### config.mk
export PLATFORM = sky130hd
export DESIGN_NAME = mem_port_arbiter
export DESIGN_NICKNAME = d
export VERILOG_FILES = /design/src/rtl/mips_mem_pkg.sv /design/src/rtl/mem_wait_timer.sv /design/src/rtl/mem_port_arbiter.sv
export SDC_FILE = /design/constraint.sdc
export NUM_CORES = 1
export LEC_CHECK = 0
export ABC_AREA = 1
export CAP_MARGIN = 20
export CORE_MARGIN = 8
export CORE_UTILIZATION = 37
export CTS_BUF_LIST = sky130_fd_sc_hd__clkbuf_4 sky130_fd_sc_hd__clkbuf_8
export DETAILED_ROUTE_END_ITERATION = 7
export PLACE_DENSITY = 0.91
export RECOVER_POWER = 50
export SKIP_LAST_GASP = 1
export SLEW_MARGIN = 20
export SYNTH_ARGS = -nofsm -noshare
export SYNTH_HDL_FRONTEND = slang
export SYNTH_HIERARCHICAL = 1
export SYNTH_SLANG_ARGS = --single-unit
### constraint.sdc
create_clock -name clk -period 4.1 [get_ports clk]
set_clock_uncertainty 0.1 [all_clocks]
set_input_delay 0.82 -clock clk [delete_from_list [all_inputs] [get_ports clk]]
set_output_delay 0.82 -clock clk [all_outputs]
set_load 0.01 [all_outputs]
### src/rtl/mips_mem_pkg.sv
// Shared encodings and defaults for the unified-memory port arbiter.
package mips_mem_pkg;
    typedef enum logic [1:0] {
        ST_IDLE = 2'd0,
        ST_BUSY = 2'd1,
        ST_DONE = 2'd2
    } state_t;

    typedef enum logic {
        OWN_I = 1'b0,
        OWN_D = 1'b1
    } owner_t;

    localparam int          DEF_ADDR_W    = 32;
    localparam int          DEF_DATA_W    = 32;
    localparam logic [31:0] TIMEOUT_RDATA = 32'h0;
endpackage

### src/rtl/mem_wait_timer.sv
// Counts BUSY cycles without mem_ready and flags expiry on the last allowed one.
// Expiry is combinational; the count returns to zero whenever the arbiter leaves BUSY.
module mem_wait_timer #(
    parameter int TIMEOUT = 15
) (
    input  logic clk,
    input  logic rst,
    input  logic i_busy,
    input  logic i_ready,
    output logic o_expired
);
    localparam logic [7:0] LAST = 8'(TIMEOUT - 1);

    logic [7:0] r_cnt;

    // Every BUSY is preceded by IDLE, so clearing outside BUSY restarts it on entry.
    always_ff @(posedge clk or posedge rst) begin
        if (rst) begin
            r_cnt <= 8'd0;
        end else if (!i_busy) begin
            r_cnt <= 8'd0;
        end else if (!i_ready) begin
            r_cnt <= r_cnt + 8'd1;
        end
    end

    assign o_expired = i_busy & ~i_ready & (r_cnt == LAST);
endmodule

### src/rtl/mem_port_arbiter.sv
// Fetch/load-store arbiter for one single-port memory: request -> done in 2 cycles + wait states,
// stall held while either side is outstanding. Optional BUSY timeout via MEM_TIMEOUT_EN.
module mem_port_arbiter
    import mips_mem_pkg::*;
#(
    parameter int ADDR_W  = DEF_ADDR_W,
    parameter int DATA_W  = DEF_DATA_W,
    parameter int TIMEOUT = 15
) (
    input  logic              clk,
    input  logic              r_st,
    input  logic              i_req,
    input  logic [ADDR_W-1:0] i_addr,
    output logic [DATA_W-1:0] i_rdata,
    output logic              i_done,
    input  logic              d_req,
    input  logic              d_we,
    input  logic [3:0]        d_be,
    input  logic [ADDR_W-1:0] d_addr,
    input  logic [DATA_W-1:0] d_wdata,
    output logic [DATA_W-1:0] d_rdata,
    output logic              d_done,
    output logic              mem_req,
    output logic              mem_we,
    output logic [3:0]        mem_be,
    output logic [ADDR_W-1:0] mem_addr,
    output logic [DATA_W-1:0] mem_wdata,
    input  logic [DATA_W-1:0] mem_rdata,
    input  logic              mem_ready,
    output logic              bus_err,
    output logic              stall
);
    if (TIMEOUT < 2 || TIMEOUT > 255) begin : g_bad_timeout
        $error("mem_port_arbiter: TIMEOUT must be in 2..255");
    end

    state_t              r_state;
    state_t              w_next;
    owner_t              r_owner;
    owner_t              w_owner_next;
    logic                w_busy;
    logic                w_timeout;
    logic [DATA_W-1:0]   r_i_rdata;
    logic [DATA_W-1:0]   r_d_rdata;

    assign w_busy = (r_state == ST_BUSY);

`ifdef MEM_TIMEOUT_EN
    logic r_bus_err;

    mem_wait_timer #(
        .TIMEOUT (TIMEOUT)
    ) u_timer (
        .clk       (clk),
        .rst       (r_st),
        .i_busy    (w_busy),
        .i_ready   (mem_ready),
        .o_expired (w_timeout)
    );

    // Registered so the pulse lines up with the DONE cycle of the aborted access.
    always_ff @(posedge clk or posedge r_st) begin
        if (r_st) begin
            r_bus_err <= 1'b0;
        end else begin
            r_bus_err <= w_timeout;
        end
    end

    assign bus_err = r_bus_err;
`else
    assign w_timeout = 1'b0;
    assign bus_err   = 1'b0;
`endif

    always_ff @(posedge clk or posedge r_st) begin
        if (r_st) begin
            r_state <= ST_IDLE;
            r_owner <= OWN_I;
        end else begin
            r_state <= w_next;
            r_owner <= w_owner_next;
        end
    end

    // Data side wins a tie: its access belongs to the instruction already in flight.
    always_comb begin
        w_next       = r_state;
        w_owner_next = r_owner;
        case (r_state)
            ST_IDLE: begin
                if (d_req) begin
                    w_owner_next = OWN_D;
                    w_next       = ST_BUSY;
                end else if (i_req) begin
                    w_owner_next = OWN_I;
                    w_next       = ST_BUSY;
                end
            end
            ST_BUSY: begin
                if (mem_ready || w_timeout) begin
                    w_next = ST_DONE;
                end
            end
            default: w_next = ST_IDLE;
        endcase
    end

    always_comb begin
        mem_req   = 1'b0;
        mem_we    = 1'b0;
        mem_be    = 4'h0;
        mem_addr  = '0;
        mem_wdata = '0;
        if (w_busy) begin
            mem_req = 1'b1;
            if (r_owner == OWN_D) begin
                mem_we    = d_we;
                mem_be    = d_be;
                mem_addr  = d_addr;
                mem_wdata = d_wdata;
            end else begin
                mem_be   = 4'hF;
                mem_addr = i_addr;
            end
        end
    end

    // A store completion leaves the load-data register untouched.
    always_ff @(posedge clk or posedge r_st) begin
        if (r_st) begin
            r_i_rdata <= '0;
            r_d_rdata <= '0;
        end else if (w_busy && mem_ready) begin
            if (r_owner == OWN_I) begin
                r_i_rdata <= mem_rdata;
            end else if (!d_we) begin
                r_d_rdata <= mem_rdata;
            end
        end else if (w_timeout) begin
            if (r_owner == OWN_I) begin
`ifdef MEM_TIMEOUT_EN
                r_i_rdata <= DATA_W'(TIMEOUT_RDATA);
`else
                r_i_rdata <= '0;
`endif
            end else begin
`ifdef MEM_TIMEOUT_EN
                r_d_rdata <= DATA_W'(TIMEOUT_RDATA);
`else
                r_d_rdata <= '0;
`endif
            end
        end
    end

    assign i_rdata = r_i_rdata;
    assign d_rdata = r_d_rdata;
    assign i_done  = (r_state == ST_DONE) && (r_owner == OWN_I);
    assign d_done  = (r_state == ST_DONE) && (r_owner == OWN_D);
    assign stall   = ~r_st & ((i_req & ~i_done) | (d_req & ~d_done));
endmodule

==> impl_metrics.env, run 1 <==
export IMPL_critical_path_reg2reg_endpoint="d_rdata[16]"
export IMPL_period_minus_slack_ns=3.44
export IMPL_hpwlAfterDp_um=12600
export IMPL_routed_wl_um=16000
export IMPL_detailedRoute_firstIterationViolations=412
export IMPL_grtUsageMet1_pct=26.3
export IMPL_number_of_enable_type_register_cells_in_the_synthesized_netlist=0
export IMPL_die_width_um=113
export IMPL_grt_ovfl_total=0
export IMPL_postSynthAreaPerCell_um2=7.11
export IMPL_drt_drc_violations_left=0
export IMPL_final_setup_viol_count=0
export IMPL_ff2ff_setup_slack_ns=1.47
export IMPL_worstHoldEndpoint="i_rdata[29]"
export IMPL_ys_async_sr_fraction_pct=100
export IMPL_source_of_the_worst_register_to_register_timing_path="r_owner"
export IMPL_violations="max-capacitance violations, max-slew violations"
export IMPL_effective_utilization_at_floorplan_pct=37.9
export IMPL_power_share_clock_pct=15.0
export IMPL_gr_max_usage_layer="met2"
export IMPL_status="finished with violations"
export IMPL_fp_row_count=35
export IMPL_path_clk_slew_ns=0.07
export IMPL_post_cts_resized_instances=0
export IMPL_grt_start_max_net_pins=69
export IMPL_cts_htree_levels=3
export IMPL_vias=4177
export IMPL_worstPathArrival_ns=2.52
export IMPL_antenna_cells=0
export IMPL_ir_worst_vdd_v=0.000355
export IMPL_clock_tree_root="sky130_fd_sc_hd__clkbuf_8"
export IMPL_cts_inserted_buffers=9
export IMPL_maximum_fanout_along_the_worst_path=48
export IMPL_sequentialPowerShare_pct=26.9
export IMPL_fmax_mhz=290
export IMPL_final_layout_size_suffix_gt1_share_pct=4.13
export IMPL_yosysWarningCount=6
export IMPL_detail_route_vias_per_cell=4.85
export IMPL_tightest_slew_ns=2.08
export IMPL_setup_repair_after_global_routing_missed_its_margin="false"
export IMPL_grtUsageMet3_pct=8.04
export IMPL_syn_nets=628
export IMPL_reg2reg_depth=5
export IMPL_timing_final_ws_setup_ns=0.655
export IMPL_timing_hold_ws_ns=0.378
export IMPL_min_delay_start="i_rdata[29]"
export IMPL_relSlewSlack_pct=-39.5
export IMPL_cap_violations=1
export IMPL_final_critical_path_share_of_the_clock_period_pct=84.0
export IMPL_grt_use_met2_pct=41.5
export IMPL_tritoncts="built"
export IMPL_end_kind="output pin"
export IMPL_timing_setup_tns_ns=0
export IMPL_initial_antenna_violation_count=0
export IMPL_gpl_final_weighted_congestion=0.962
export IMPL_grt_first_pass_wirelength_um=24100
export IMPL_detailedRoute_firstPassIterationCount=8
export IMPL_fin_util_pct=69.6
export IMPL_cell_internal_power_mw=2.41
export IMPL_crit_family="buffers and inverters"
export IMPL_die_height_um=113
export IMPL_power_density_cell_area_nw_per_um2=642
export IMPL_total_die_area_um2=12800
export IMPL_worst_path_buf_inv=4
export IMPL_synth_commonest_cells="sky130_fd_sc_hd__nand2_1, sky130_fd_sc_hd__dfrtp_1, sky130_fd_sc_hd__nor2_1"
export IMPL_multi_input_comb_area_um2=1550
export IMPL_min_path_cells=2
export IMPL_placed_area_um2=6180
export IMPL_ant_nets=0
export IMPL_slew_violations=49
export IMPL_post_place_cells=845
export IMPL_number_of_buffers_between_clock_root_and_the_deepest_sink=2
export IMPL_power_switching_mw=1.70
export IMPL_cts_hold_bufs=0
export IMPL_worst_hold_path_type="reg -> reg"
export IMPL_insertion_delay_ns=0.32
export IMPL_placeableCoreArea_um2=9200
export IMPL_number_of_global_route_vias_before_repair=4164
export IMPL_synth_seq_area_share_pct=48.1
export IMPL_p_total_mw=4.11
export IMPL_cts_sink_count=67
export IMPL_synthesis_area_um2=3480
export IMPL_critical_path_max_stage_delay_ns=0.54
export IMPL_cp_slowest_cell="sky130_fd_sc_hd__inv_2"
export IMPL_fillerInstances=758
export IMPL_netlist_instances=490
export IMPL_design_final_nets=883
export IMPL_num_io_pins=276
export IMPL_layoutNonFillerInstCount=861
export IMPL_timing_critical_path_cells="inv_1 > nor2_4 > inv_2 > buf_4 > a21oi_1 > clkdlybuf4s50_1"
export IMPL_wl_per_cell_um=18.6
export IMPL_synth_top_cell_area_share_pct=48.1
export IMPL_synth_ff_latch_count=67
export IMPL_power_frac_comb_pct=58.0
export IMPL_finalHoldViolations=0
export IMPL_area_growth_pct=83.8
export IMPL_fin_area_um2=6400
export IMPL_critical_path_required_ns=3.18
export IMPL_post_synth_num_cell_types=19
export IMPL_netlist_top_cells_area="sky130_fd_sc_hd__dfrtp_1, sky130_fd_sc_hd__nand2_1, sky130_fd_sc_hd__o21ai_0, sky130_fd_sc_hd__a21oi_1, sky130_fd_sc_hd__nor2_1"
export IMPL_postSynth_topFlopCell="sky130_fd_sc_hd__dfrtp_1"
export IMPL_power_static_leakage_nw=2.98
export IMPL_power_switching_share_pct=41.5
export IMPL_grt_usage_pct=24.1
export IMPL_post_synth_top_area_cell="sky130_fd_sc_hd__dfrtp_1"
export IMPL_placement_setup_worst_slack_ns=0.761
export IMPL_cts_post_setup_buffers_inserted=0
export IMPL_synth_most_common_cell="sky130_fd_sc_hd__nand2_1"
export IMPL_port_buffers=274
export IMPL_area_sequential_um2=1680
export IMPL_critPathLaunchType="flip-flop"
export IMPL_critical_path_class="reg -> out"
how the worst max path moves through the flow:
| stage | start | endpoint | slack, ns | cells past startpoint |
|---|---|---|---|---|
| after floorplan | r_st | d_rdata[0] | 1.50 | 1 |
| after global placement | d_we | mem_we | 0.75 | 4 |
| after detailed placement | d_we | mem_we | 0.76 | 4 |
| after CTS | r_state[0] | mem_addr[16] | 0.65 | 6 |
| after global routing | r_st | d_rdata[23] | 0.26 | 3 |
| final | r_state[0] | mem_addr[16] | 0.66 | 6 |
kinds of logic (layout without fill, tap and decap cells):
| kind of cell | count (synthesis) | after routing | share of synthesized area, % |
|---|---|---|---|
| flip-flops | 67 | 67 | 48.1 |
| AND/OR/NAND/NOR | 309 | 309 | 34.6 |
| other | 1 | 1 | 0.108 |
| buffers and inverters | 45 | 305 | 7.33 |
| AO/OA/AOI/OAI | 68 | 68 | 9.77 |
tightest hold or removal path: stages (launching register included):
cell,delay (ns)
sky130_fd_sc_hd__dfrtp_1,0.34
sky130_fd_sc_hd__nand2_1,0.05
sky130_fd_sc_hd__nand2_1,0.05
metal layers:
metal / share of wire, % / vias up
met5: 0 / -
met4: 4.1 / 0
met3: 9.8 / 36
met2: 49 / 201
met1: 37 / 1918
li1: - / 2022
layout make-up:
type | instances | area share [%]
multi-input combinational | 378 | 24.1
timing repair buffer | 279 | 43.4
sequential | 67 | 26.2
inverter | 10 | 0.606
clock inverter | 7 | 1.56
tap | 111 | 2.17
clock buffer | 9 | 1.94
power by group through the flow:
stage | Combinational, mW | Sequential [mW] | Clock, mW
finish | 2.39 | 1.11 | 0.618
global route | 2.58 | 1.14 | 0.658
CTS | 2.52 | 1.12 | 0.627
detailed placement | 2.51 | 1.13 | 0
global placement | 2.44 | 1.11 | 0
floorplan | 0.984 | 1.25 | 0
flip-flops by register name (all words and copies together) (netlist names):
signal and cells:
d_rdata 32, i_rdata 32, r_state 2, r_owner 1
cell usage in the layout, fill, tap and decap left out, drive strengths merged:
cell,instances
a21oi,33
buf,4
bufinv,2
clkbuf,10
clkdlybuf4s50,207
clkinv,3
clkinvlp,1
conb,1
dfrtp,67
dlygate4sd3,67
inv,11
nand2,260
nand3,4
nor2,44
nor3,1
o21ai,35
(Power assumes the default switching activity.)
==> inputs of run 2 (changes only) <==
CORE_UTILIZATION = 34   (was 37)
PLACE_DENSITY = 0.84   (was 0.91)
clock period = 3.3 ns   (was 4.1 ns; I/O delays follow)
==> run 2 against run 1 <==
  * The run now ends clean
  * Global-route usage is 2.5 points lower
  * Setup slack worse by 0.43 ns
  * Register-to-register slack got worse by 0.36 ns
  * Cell count rose by 3.4%
  * Routed wire length is 4.2% lower
  * Critical path type unchanged
  * Final area up 0.66%
  * Sequential share of layout area is 0.17 points lower
  * Count of clock-buffer cells in the layout up 1
==> impl_metrics.env, run 2 (same netlist as run 1, synthesis figures left out) <==
export IMPL_path_clk_slew_ns=0.07
export IMPL_cp_slowest_cell="sky130_fd_sc_hd__clkdlybuf4s50_1"
export IMPL_drt_drc_violations_left=0
export IMPL_power_share_clock_pct=13.4
export IMPL_sequentialPowerShare_pct=27.4
export IMPL_grt_start_max_net_pins=69
export IMPL_gpl_final_weighted_congestion=0.840
export IMPL_period_minus_slack_ns=3.08
export IMPL_routed_wl_um=15300
export IMPL_cts_htree_levels=3
export IMPL_critical_path_class="reg -> out"
export IMPL_power_density_cell_area_nw_per_um2=779
export IMPL_vias=4185
export IMPL_grt_ovfl_total=0
export IMPL_power_switching_mw=2.06
export IMPL_end_kind="output pin"
export IMPL_crit_family="buffers and inverters"
export IMPL_slew_violations=0
export IMPL_timing_setup_tns_ns=0
export IMPL_tightest_slew_ns=1.24
export IMPL_cell_internal_power_mw=2.96
export IMPL_maximum_fanout_along_the_worst_path=17
export IMPL_ff2ff_setup_slack_ns=1.11
export IMPL_detail_route_vias_per_cell=4.70
export IMPL_finalHoldViolations=0
export IMPL_hpwlAfterDp_um=12200
export IMPL_die_height_um=117
export IMPL_cts_hold_bufs=0
export IMPL_layout_commonest_cell="sky130_fd_sc_hd__nand2_1"
export IMPL_power_frac_comb_pct=59.1
export IMPL_tritoncts="built"
export IMPL_number_of_buffers_between_clock_root_and_the_deepest_sink=2
export IMPL_port_buffers=274
export IMPL_post_cts_resized_instances=0
export IMPL_fin_util_pct=63.6
export IMPL_mostFrequentLayoutCells="sky130_fd_sc_hd__nand2_1, sky130_fd_sc_hd__clkdlybuf4s50_1, sky130_fd_sc_hd__dfrtp_1"
export IMPL_area_growth_pct=85.1
export IMPL_ant_nets=0
export IMPL_final_setup_viol_count=0
export IMPL_cts_post_setup_buffers_inserted=0
export IMPL_grt_usage_pct=21.7
export IMPL_placeableCoreArea_um2=10100
export IMPL_timing_critical_path_cells="inv_1 > buf_4 > nand2_1 > a21oi_1 > clkdlybuf4s50_1"
export IMPL_worst_path_buf_inv=3
export IMPL_num_io_pins=276
export IMPL_ir_worst_vdd_v=0.000478
export IMPL_grt_first_pass_wirelength_um=23000
export IMPL_cts_inserted_buffers=9
export IMPL_clock_tree_root="sky130_fd_sc_hd__clkbuf_8"
export IMPL_effective_utilization_at_floorplan_pct=34.3
export IMPL_insertion_delay_ns=0.33
export IMPL_cap_violations=0
export IMPL_die_width_um=117
export IMPL_area_sequential_um2=1680
export IMPL_critical_path_max_stage_delay_ns=0.59
export IMPL_number_of_global_route_vias_before_repair=4330
export IMPL_worstPathArrival_ns=2.32
export IMPL_multi_input_comb_area_um2=1550
export IMPL_total_die_area_um2=13700
export IMPL_final_layout_size_suffix_gt1_share_pct=4.51
export IMPL_antenna_cells=0
export IMPL_power_static_leakage_nw=2.99
export IMPL_post_place_cells=874
export IMPL_wl_per_cell_um=17.2
export IMPL_setup_repair_after_global_routing_missed_its_margin="false"
export IMPL_critical_path_required_ns=2.54
export IMPL_critPathLaunchType="flip-flop"
export IMPL_detailedRoute_firstPassIterationCount=5
export IMPL_cts_sink_count=67
export IMPL_status="completed"
export IMPL_fillerInstances=857
export IMPL_fp_row_count=37
export IMPL_final_critical_path_share_of_the_clock_period_pct=93.3
export IMPL_placement_setup_worst_slack_ns=0.474
export IMPL_power_switching_share_pct=41.1
export IMPL_timing_final_ws_setup_ns=0.221
export IMPL_design_final_nets=887
export IMPL_p_total_mw=5.02
export IMPL_initial_antenna_violation_count=1
export IMPL_layoutNonFillerInstCount=890
export IMPL_fmax_mhz=325
export IMPL_worst_hold_path_type="reg -> reg"
export IMPL_relSlewSlack_pct=17.5
export IMPL_detailedRoute_firstIterationViolations=263
[run 2: final timing paths]
check / startpoint / endpoint / cells past startpoint
max: r_owner / mem_addr[29] / 5
min: i_rdata[7] / i_rdata[7] / 2
max reg2reg: r_state[1] / d_rdata[10] / 5
min reg2reg: i_rdata[7] / i_rdata[7] / 2
max in group asynchronous: r_st / r_owner / 3
min in group asynchronous: r_st / i_rdata[6] / 2
[run 2: layout make-up]
class	count	area share, %
Timing Repair Buffer	283	43.7
Sequential cell	67	26.0
Multi-Input combinational cell	378	24.0
Tap cell	136	2.64
Clock buffer	10	2.04
Clock inverter	6	1.01
Inverter	10	0.583
[run 2: power groups by stage]
stage	Combinational [mW]	Clock (mW)	Sequential (mW)
detailed placement	3.13	0	1.41
global placement	3.04	0	1.38
CTS	3.14	0.697	1.40
global route	3.24	0.730	1.43
finish	2.97	0.674	1.38
floorplan	1.22	0	1.55
[run 2: layer usage]
layer	vias to the layer above	routed length (um)	GRT usage [%]
met2	180	7800	38.4
met4	2	635	12.4
met5	-	11	0
met3	41	1410	6.41
li1	2027	-	-
met1	1935	5490	22.4
[run 2: per-stage QoR]
stage	hold WS [ns]	cell area [um2]
2_1_floorplan	0.413	3480
3_3_place_gp	0.363	6270
3_5_place_dp	0.364	6270
4_1_cts	0.386	6470
5_1_grt	0.404	6440
6_report	0.376	6440
[run 2: worst register-to-register path: stages (launching register included)]
cell	delay, ns
sky130_fd_sc_hd__dfrtp_1	0.47
sky130_fd_sc_hd__inv_2	0.04
sky130_fd_sc_hd__nand3_1	0.19
sky130_fd_sc_hd__clkbuf_1	0.94
sky130_fd_sc_hd__o21ai_0	0.24
sky130_fd_sc_hd__nand2_1	0.13
==> inputs of run 3 (changes only) <==
CORE_UTILIZATION = 31   (was 34)
PLACE_DENSITY = 0.81   (was 0.84)
clock period = 2.48 ns   (was 3.3 ns; I/O delays follow)
==> run 3 against run 2 <==
  * The run now ends with max-slew violations left
  * Combinational power increased by 36%
  * Clock power increased by 17%
  * Power increased by 33%
  * Cell count increased by 1.8%
  * Non-clock buffer count increased by 11
  * Setup slack got worse by 0.19 ns
  * Count of clock-buffer cells in the layout increased by 1
  * Critical path type unchanged
==> impl_metrics.env, run 3 (same netlist as run 1, synthesis figures left out) <==
export IMPL_status="finished with violations"
export IMPL_violations="max-slew violations"
export IMPL_port_buffers=274
export IMPL_ant_nets=0
export IMPL_critical_path_reg2reg_endpoint="d_rdata[8]"
export IMPL_critical_path_class="reg -> out"
export IMPL_placed_area_um2=6380
export IMPL_detail_route_vias_per_cell=4.61
export IMPL_effective_utilization_at_floorplan_pct=32.0
export IMPL_ir_worst_vdd_v=0.000633
export IMPL_hpwlAfterDp_um=12700
export IMPL_insertion_delay_ns=0.33
export IMPL_setup_repair_after_global_routing_missed_its_margin="true"
export IMPL_layout_commonest_cell="sky130_fd_sc_hd__nand2_1"
export IMPL_wl_per_cell_um=17.5
export IMPL_mostFrequentLayoutCells="sky130_fd_sc_hd__nand2_1, sky130_fd_sc_hd__clkdlybuf4s50_1, sky130_fd_sc_hd__dfrtp_1"
export IMPL_die_height_um=122
export IMPL_cap_violations=0
export IMPL_worstSetupEndpoint="mem_addr[9]"
export IMPL_timing_hold_ws_ns=0.383
export IMPL_period_minus_slack_ns=2.44
export IMPL_worst_hold_path_type="reg -> reg"
export IMPL_critPathLaunchType="flip-flop"
export IMPL_relSlewSlack_pct=-0.179
export IMPL_path_clk_slew_ns=0.07
export IMPL_finalHoldViolations=0
export IMPL_fin_util_pct=59.5
export IMPL_fmax_mhz=409
export IMPL_cts_sink_count=67
export IMPL_ff2ff_setup_slack_ns=0.39
export IMPL_total_die_area_um2=14900
export IMPL_die_width_um=122
export IMPL_critical_path_required_ns=1.88
export IMPL_drt_drc_violations_left=0
export IMPL_worst_setup_path_startpoint="r_state[1]"
export IMPL_final_setup_viol_count=0
export IMPL_cts_hold_bufs=0
export IMPL_num_io_pins=276
export IMPL_gpl_final_weighted_congestion=0.849
export IMPL_fillerInstances=997
export IMPL_reg2reg_depth=6
export IMPL_placeableCoreArea_um2=10900
export IMPL_vias=4179
export IMPL_number_of_global_route_vias_before_repair=4127
export IMPL_initial_antenna_violation_count=1
export IMPL_fp_row_count=38
export IMPL_number_of_buffers_between_clock_root_and_the_deepest_sink=2
export IMPL_grt_ovfl_total=0
export IMPL_grt_start_max_net_pins=68
export IMPL_tightest_slew_ns=1.50
export IMPL_post_place_cells=888
export IMPL_design_final_nets=898
export IMPL_grt_first_pass_wirelength_um=23500
export IMPL_cts_htree_levels=3
export IMPL_maximum_fanout_along_the_worst_path=12
export IMPL_power_density_cell_area_nw_per_um2=1030
export IMPL_detailedRoute_firstIterationViolations=211
export IMPL_detailedRoute_firstPassIterationCount=5
export IMPL_source_of_the_worst_register_to_register_timing_path="r_owner"
export IMPL_final_layout_size_suffix_gt1_share_pct=5.88
export IMPL_layoutNonFillerInstCount=906
export IMPL_slew_violations=67
export IMPL_area_growth_pct=86.0
export IMPL_tritoncts="built"
export IMPL_end_kind="output pin"
export IMPL_final_critical_path_share_of_the_clock_period_pct=98.6
export IMPL_clock_tree_root="sky130_fd_sc_hd__clkbuf_8"
export IMPL_power_static_leakage_nw=3.35
export IMPL_routed_wl_um=15800
export IMPL_cts_inserted_buffers=9
export IMPL_fin_area_um2=6480
export IMPL_grt_usage_pct=20.2
export IMPL_worstPathArrival_ns=1.85
==> run 3: cell count changes in the layout (fill, tap and decap cells not counted), sizes merged, moves of 4 or more <==
cell           previous run  this run
dlymetal6s2s              0        12
dlygate4sd3              61         2
dlygate4sd2               0        55
clkdlybuf4s50           213       205
buf                       7        15
clkbuf                   12        16
==> run 3: worst min-delay path by stage <==
| stage | start | end | slack, ns | cells past startpoint |
|---|---|---|---|---|
| 6_report | i_rdata[9] | i_rdata[9] | 0.38 | 2 |
| 5_1_grt | i_rdata[23] | i_rdata[23] | 0.41 | 2 |
| 4_1_cts | i_rdata[9] | i_rdata[9] | 0.39 | 2 |
| 3_5_place_dp | i_rdata[18] | i_rdata[18] | 0.37 | 2 |
| 3_3_place_gp | i_rdata[19] | i_rdata[19] | 0.36 | 2 |
| 2_1_floorplan | i_rdata[27] | i_rdata[27] | 0.41 | 2 |
==> run 3: power breakdown <==
part	total (mW)	switching [mW]	internal [mW]	leakage, nW
clock	0.788	0.408	0.380	0.0859
sequential	1.86	0.271	1.59	0.839
combinational	4.03	2.10	1.93	2.42
total	6.68	2.78	3.90	3.35
==> run 3: cell type report <==
cell class | count | area, um2 | share of cell area, %
Antenna cell | 1 | 2.50 | 0.0386
Clock buffer | 11 | 139 | 2.14
Clock inverter | 5 | 30.0 | 0.464
Inverter | 10 | 37.5 | 0.579
Multi-Input combinational cell | 378 | 1540 | 23.7
Sequential cell | 67 | 1680 | 25.9
Tap cell | 140 | 175 | 2.70
Timing Repair Buffer | 294 | 2880 | 44.4
==> run 3: repair_timing <==
action / CTS / global route
endpoints found under the setup margin: 68 / 15
buffers inserted: 1 / 0
cloned: 0 / 0
gates resized for setup: 60 / 13
==> run 3: metal layers <==
layer | routed length, um | vias up | GRT usage (%)
met5 | 0 | - | 0
met4 | 712 | 0 | 10.7
met3 | 1600 | 30 | 6.80
met2 | 7680 | 180 | 34.5
met1 | 5850 | 1921 | 21.7
li1 | - | 2048 | -
==> run 3: stage by stage <==
step / setup TNS, ns / total power, mW / setup slack [ns]
global placement: 0 / 6.04 / 0.0118
CTS: 0 / 6.82 / 0.00546
finish: 0 / 6.68 / 0.0356
floorplan: 0 / 3.69 / 0.201
detailed placement: 0 / 6.16 / 0.0521
global route: -0.100 / 7.17 / -0.0466
==> run 3: worst max-delay path: stages, from the launching register on <==
cell	delay, ns
sky130_fd_sc_hd__dfrtp_2	0.45
sky130_fd_sc_hd__nor2_4	0.16
sky130_fd_sc_hd__inv_2	0.06
sky130_fd_sc_hd__buf_4	0.18
sky130_fd_sc_hd__a21oi_1	0.12
sky130_fd_sc_hd__clkdlybuf4s50_1	0.55
==> RTL change 1, RTL diff (flow settings as in run 3) <==
The package constant `DEF_DATA_W` goes from 32 to 64.
--- a/src/rtl/mips_mem_pkg.sv
+++ b/src/rtl/mips_mem_pkg.sv
@@ -13,5 +13,5 @@
 
     localparam int          DEF_ADDR_W    = 32;
-    localparam int          DEF_DATA_W    = 32;
+    localparam int          DEF_DATA_W    = 64;
     localparam logic [31:0] TIMEOUT_RDATA = 32'h0;
 endpackage
Ports: changed (5 resized); port bits go from 276 to 436. The function was not compared with the original's and may differ.
==> RTL change 1 against run 3 <==
  * The flow finishes with violations (setup timing)
  * Sequential cell count increased by 64
  * Critical path depth unchanged
  * Worst hold slack got worse by 4.5 ps
  * Total power increased by 97%
  * Register-to-register slack improved by 40 ps
  * Final area increased by 77%
  * Synthesized cell count increased by 70%
  * Combinational power increased by 92%
  * Area after synthesis increased by 82%
  * Critical path type unchanged
  * Wire length increased by 95%
  * Setup slack got worse by 40 ps
  * Sequential power increased by 97%
==> RTL change 1: results (changes against run 3) <==
Peak supply drop 0.945 mV (+49%); Finish-stage setup viols 1 (+1); Synth top cells by count nand2_1 (452), dfrtp_1 (131), nor2_1 (73), o21ai_1 (50); pin count of the biggest net entering global routing 65 (-4.4%); Slowest cell on crit path dfrtp_4; CP top delay family buffers and inverters; cell leakage power 0.00551 uW (+65%); worst-skew pair later-pin latency 430 ps (+100 ps); Hold WC Path Type reg2reg; Worst Path Max Fanout 15 (+3); initial antenna violation count 0 (-1); CTS buffer count 17 (+8); vias in the first global route 7471 (+81%); routed wire length 31000 um (+95%); first-pass GRT wire length 45900 um (+95%); GP Congestion 0.900 (+6.0%); GRT Util Overall 23.4% (+3.2 points); number of diodes 0 (-1); Clock Path Buffers 2 (unchanged); syn_nets 1036 (+65%); WP data arrival 1890 ps (+40 ps); final worst slack -4.65 ps (-40.2 ps); Synth cell types 21 (+2); sequential share of the synthesized area 51.7% (+3.6 points); count of input and output buffers 434 (+58%); hpwl dp 22200 um (+75%); Vias/cell 4.67 (+1.3%); H-tree depth 4 (+1); Layout Nets 1476 (+64%); outcome finished, violations left; drt initial violations 545 (+160%); Placed Instance Area 0.0110 mm2 (+72%); fraction of layout cells with a size suffix above 1 12.9% (+7.0 points); Setup WS pre-CTS -23.6 ps (-75.6 ps); dominant cells by area after synthesis dfrtp_1 (52%), nand2_1 (27%), nor2_1 (4.3%); Slew HR 39.7% (+40 points); failing checks setup timing
## RTL change 1: logic make-up (layout without fill, tap and decap cells)
group                  Yosys count  after routing  synth area share (%)
AND/OR/NAND/NOR                533            533                  32.6
flip-flops                     131            131                  51.7
other                            1              1                0.0591
AO/OA/AOI/OAI                  100            100                  9.08
buffers and inverters           69            521                  6.59
## RTL change 1: worst paths after layout
| check | startpoint | end | slack [ps] | depth (start not counted) |
|---|---|---|---|---|
| hold / removal | d_rdata[20] | d_rdata[20] | 380 | 2 |
| hold reg to reg | d_rdata[20] | d_rdata[20] | 380 | 2 |
| max in group asynchronous | r_st | r_owner | 890 | 3 |
| setup reg to reg | r_owner | d_rdata[24] | 430 | 7 |
| min in group asynchronous | r_st | i_rdata[33] | 600 | 2 |
| setup / recovery | r_owner | mem_addr[4] | -5 | 5 |
## RTL change 1: layout make-up
| class | count | area [um2] |
|---|---|---|
| fillers | 1818 | 8720 |
| clock inverters | 11 | 104 |
| repair buffers | 480 | 4730 |
| multi-input cells | 634 | 2670 |
| well taps | 270 | 338 |
| flip-flops and latches | 131 | 3280 |
| inverters | 10 | 56.3 |
| clock buffers | 20 | 275 |
## RTL change 1: worst reg2reg max path: cells and delay by family (launching register included)
kind,cells,cell delay (ps)
and+or+nand+nor,2,220
DFF,1,580
buffers and inverters,4,890
AOI/OAI and AO/OA,1,200
## RTL change 1: routing by layer
| layer | track usage (%) | share of wire (%) | up-vias |
|---|---|---|---|
| li1 | - | - | 3458 |
| met1 | 27.1 | 39 | 3422 |
| met2 | 39.2 | 48 | 349 |
| met3 | 9.85 | 11 | 42 |
| met4 | 6.00 | 2.0 | 0 |
| met5 | 0 | 0 | - |
## RTL change 1: stage by stage
stage,util (%),TNS [ps],std cells,hold WS (ps),total power [uW]
3_3_place_gp,54.4,-58.7,1509,361,10800
3_5_place_dp,54.4,-23.6,1509,364,11000
4_1_cts,57.2,-365,1550,357,13100
5_1_grt,56.8,-584,1556,394,13900
2_1_floorplan,-,0,834,415,6820
6_report,56.8,-4.65,1556,378,13100
## RTL change 1: what timing repair did
item,4_1_cts,5_1_grt
hold endpoints to repair,0,0
cloned,6,2
resized for setup,166,84
pin swaps,1,1
endpoints found under the setup margin,104,89
buffers inserted,4,5
## RTL change 1: power breakdown
part	internal [uW]	switching, uW
Combinational	3760	3990
Sequential	3110	552
Clock	872	863
Total	7740	5400
==> RTL change 2, RTL diff (config.mk and constraints of run 3) <==
Without the edit above. Build with the macro `MEM_TIMEOUT_EN` defined.
--- a/src/rtl/mem_port_arbiter.sv
+++ b/src/rtl/mem_port_arbiter.sv
@@ -1,4 +1,6 @@
 // Fetch/load-store arbiter for one single-port memory: request -> done in 2 cycles + wait states,
 // stall held while either side is outstanding. Optional BUSY timeout via MEM_TIMEOUT_EN.
+`define MEM_TIMEOUT_EN
+
 module mem_port_arbiter
     import mips_mem_pkg::*;
Check against the original RTL: no difference found for any inputs over 10 cycles, from zero or initial values; that may be too few to reach the edited logic, so the function may still have changed.
==> RTL change 2 against run 3 <==
  * Wire length is 12% higher
  * Sequential cell count is 9 higher
  * Total power is 11% higher
  * Combinational power is 7.9% higher
  * Die area is 17% higher
  * Highest routed layer unchanged
  * Setup slack better by 33 ps
  * Final area is 16% higher
  * Area after synthesis is 20% higher
==> RTL change 2: results (changes against run 3) <==
Non-clock buffers 297 (+1.0%); drt initial violations 309 (+46%); reg-to-reg endpoint i_rdata[30]; Multi-In Gates 454 (+20%); outcome complete, no violations; hpwl dp 13600 um (+7.4%); CP endpoint mem_wdata[8]; clock power share 14.1% (+2.3 points); area of the multi-input gates 0.00191 mm2 (+24%); Filler cells 1225 (+23%); Flop pwr share 27.1% (-0.7 points); syn_nets 758 (+21%); dominant cells by area after synthesis dfrtp_1 (46%), nand2_1 (25%), nor2_1 (7.8%); routed vias 4950 (+18%); GRT Util Overall 20.1% (-0.098 points); fraction of layout cells with a size suffix above 1 5.52% (-0.36 points); pin count of the biggest net entering global routing 39 (-43%); Worst Path Max Fanout 25 (+13); WP data arrival 1820 ps (-30 ps); reg2reg path depth 7 (+1); FF/Latch Area 0.00191 mm2 (+13%); Peak supply drop 0.373 mV (-41%); Inverters excl. clock 47 (+37); seq_cells 76 (+13%); internal reg-to-reg setup slack 260 ps (-130 ps); initial antenna violation count 0 (-1); fraction of area in non-clock buffers 41.2% (-3.2 points); Internal Pwr Total 4290 uW (+9.8%); Layout Nets 1025 (+14%); first-pass GRT wire length 28200 um (+20%); sequential share of the synthesized area 45.7% (-2.5 points); count of input and output buffers 275 (+0.36%); Slew HR 43.1% (+43 points); number of diodes 0 (-1); GP Congestion 0.845 (-0.46%); WL per Instance 16.8 um (-4.1%); cell leakage power 0.00438 uW (+31%); CP top delay family buffers and inverters; clock network contribution to total cell area 2.81% (+0.20 points)
==> RTL change 2: changes by cell type after synthesis, moves of 4 or more <==
cell,before,now
a21oi_1,33,37
buf_4,5,1
buf_6,6,0
clkbuf_1,4,23
dfrtp_1,67,76
inv_1,8,44
nand2_1,257,272
nand4_1,0,33
nor2_1,41,87
o21ai_0,35,7
==> RTL change 2: worst min-delay path by stage <==
stage / startpoint / end / slack [ps]
after CTS: r_st / u_timer/r_cnt[1] / 370
final: i_rdata[2] / i_rdata[2] / 370
after global routing: i_rdata[8] / i_rdata[8] / 400
after detailed placement: i_rdata[5] / i_rdata[5] / 360
after global placement: i_rdata[20] / i_rdata[20] / 350
after floorplan: r_st / u_timer/r_cnt[0] / 210
==> RTL change 2: routing by layer <==
layer,wire length [um],track usage (%),vias up
met1,6900,23.0,2264
met4,516,7.08,0
met3,1640,7.39,24
li1,-,-,2443
met2,8780,33.8,219
met5,0,0,-
==> RTL change 2: logic make-up after synthesis <==
logic type | count (synthesis) | synth area share, %
AOI/OAI and AO/OA | 45 | 5.50
DFF | 76 | 45.7
buffers and inverters | 88 | 8.47
adders and majority gates | 2 | 0.601
and+or+nand+nor | 407 | 39.8
==> RTL change 2: what timing repair did <==
action,in CTS,in global routing
gates cloned,2,1
setup buffers,0,2
endpoints found under the setup margin,54,33
resized for setup,39,34
==> RTL change 2: through the flow <==
stage	hold slack [ps]	cells	worst slack [ps]	cell area (um2)	setup TNS [ps]
after floorplan	212	618	172	4160	0
after global placement	353	1045	79.5	7170	0
after detailed placement	358	1045	59.1	7170	0
after CTS	374	1060	-72.5	7410	-1320
after global routing	395	1063	4.97	7520	0
final	369	1063	68.7	7520	0
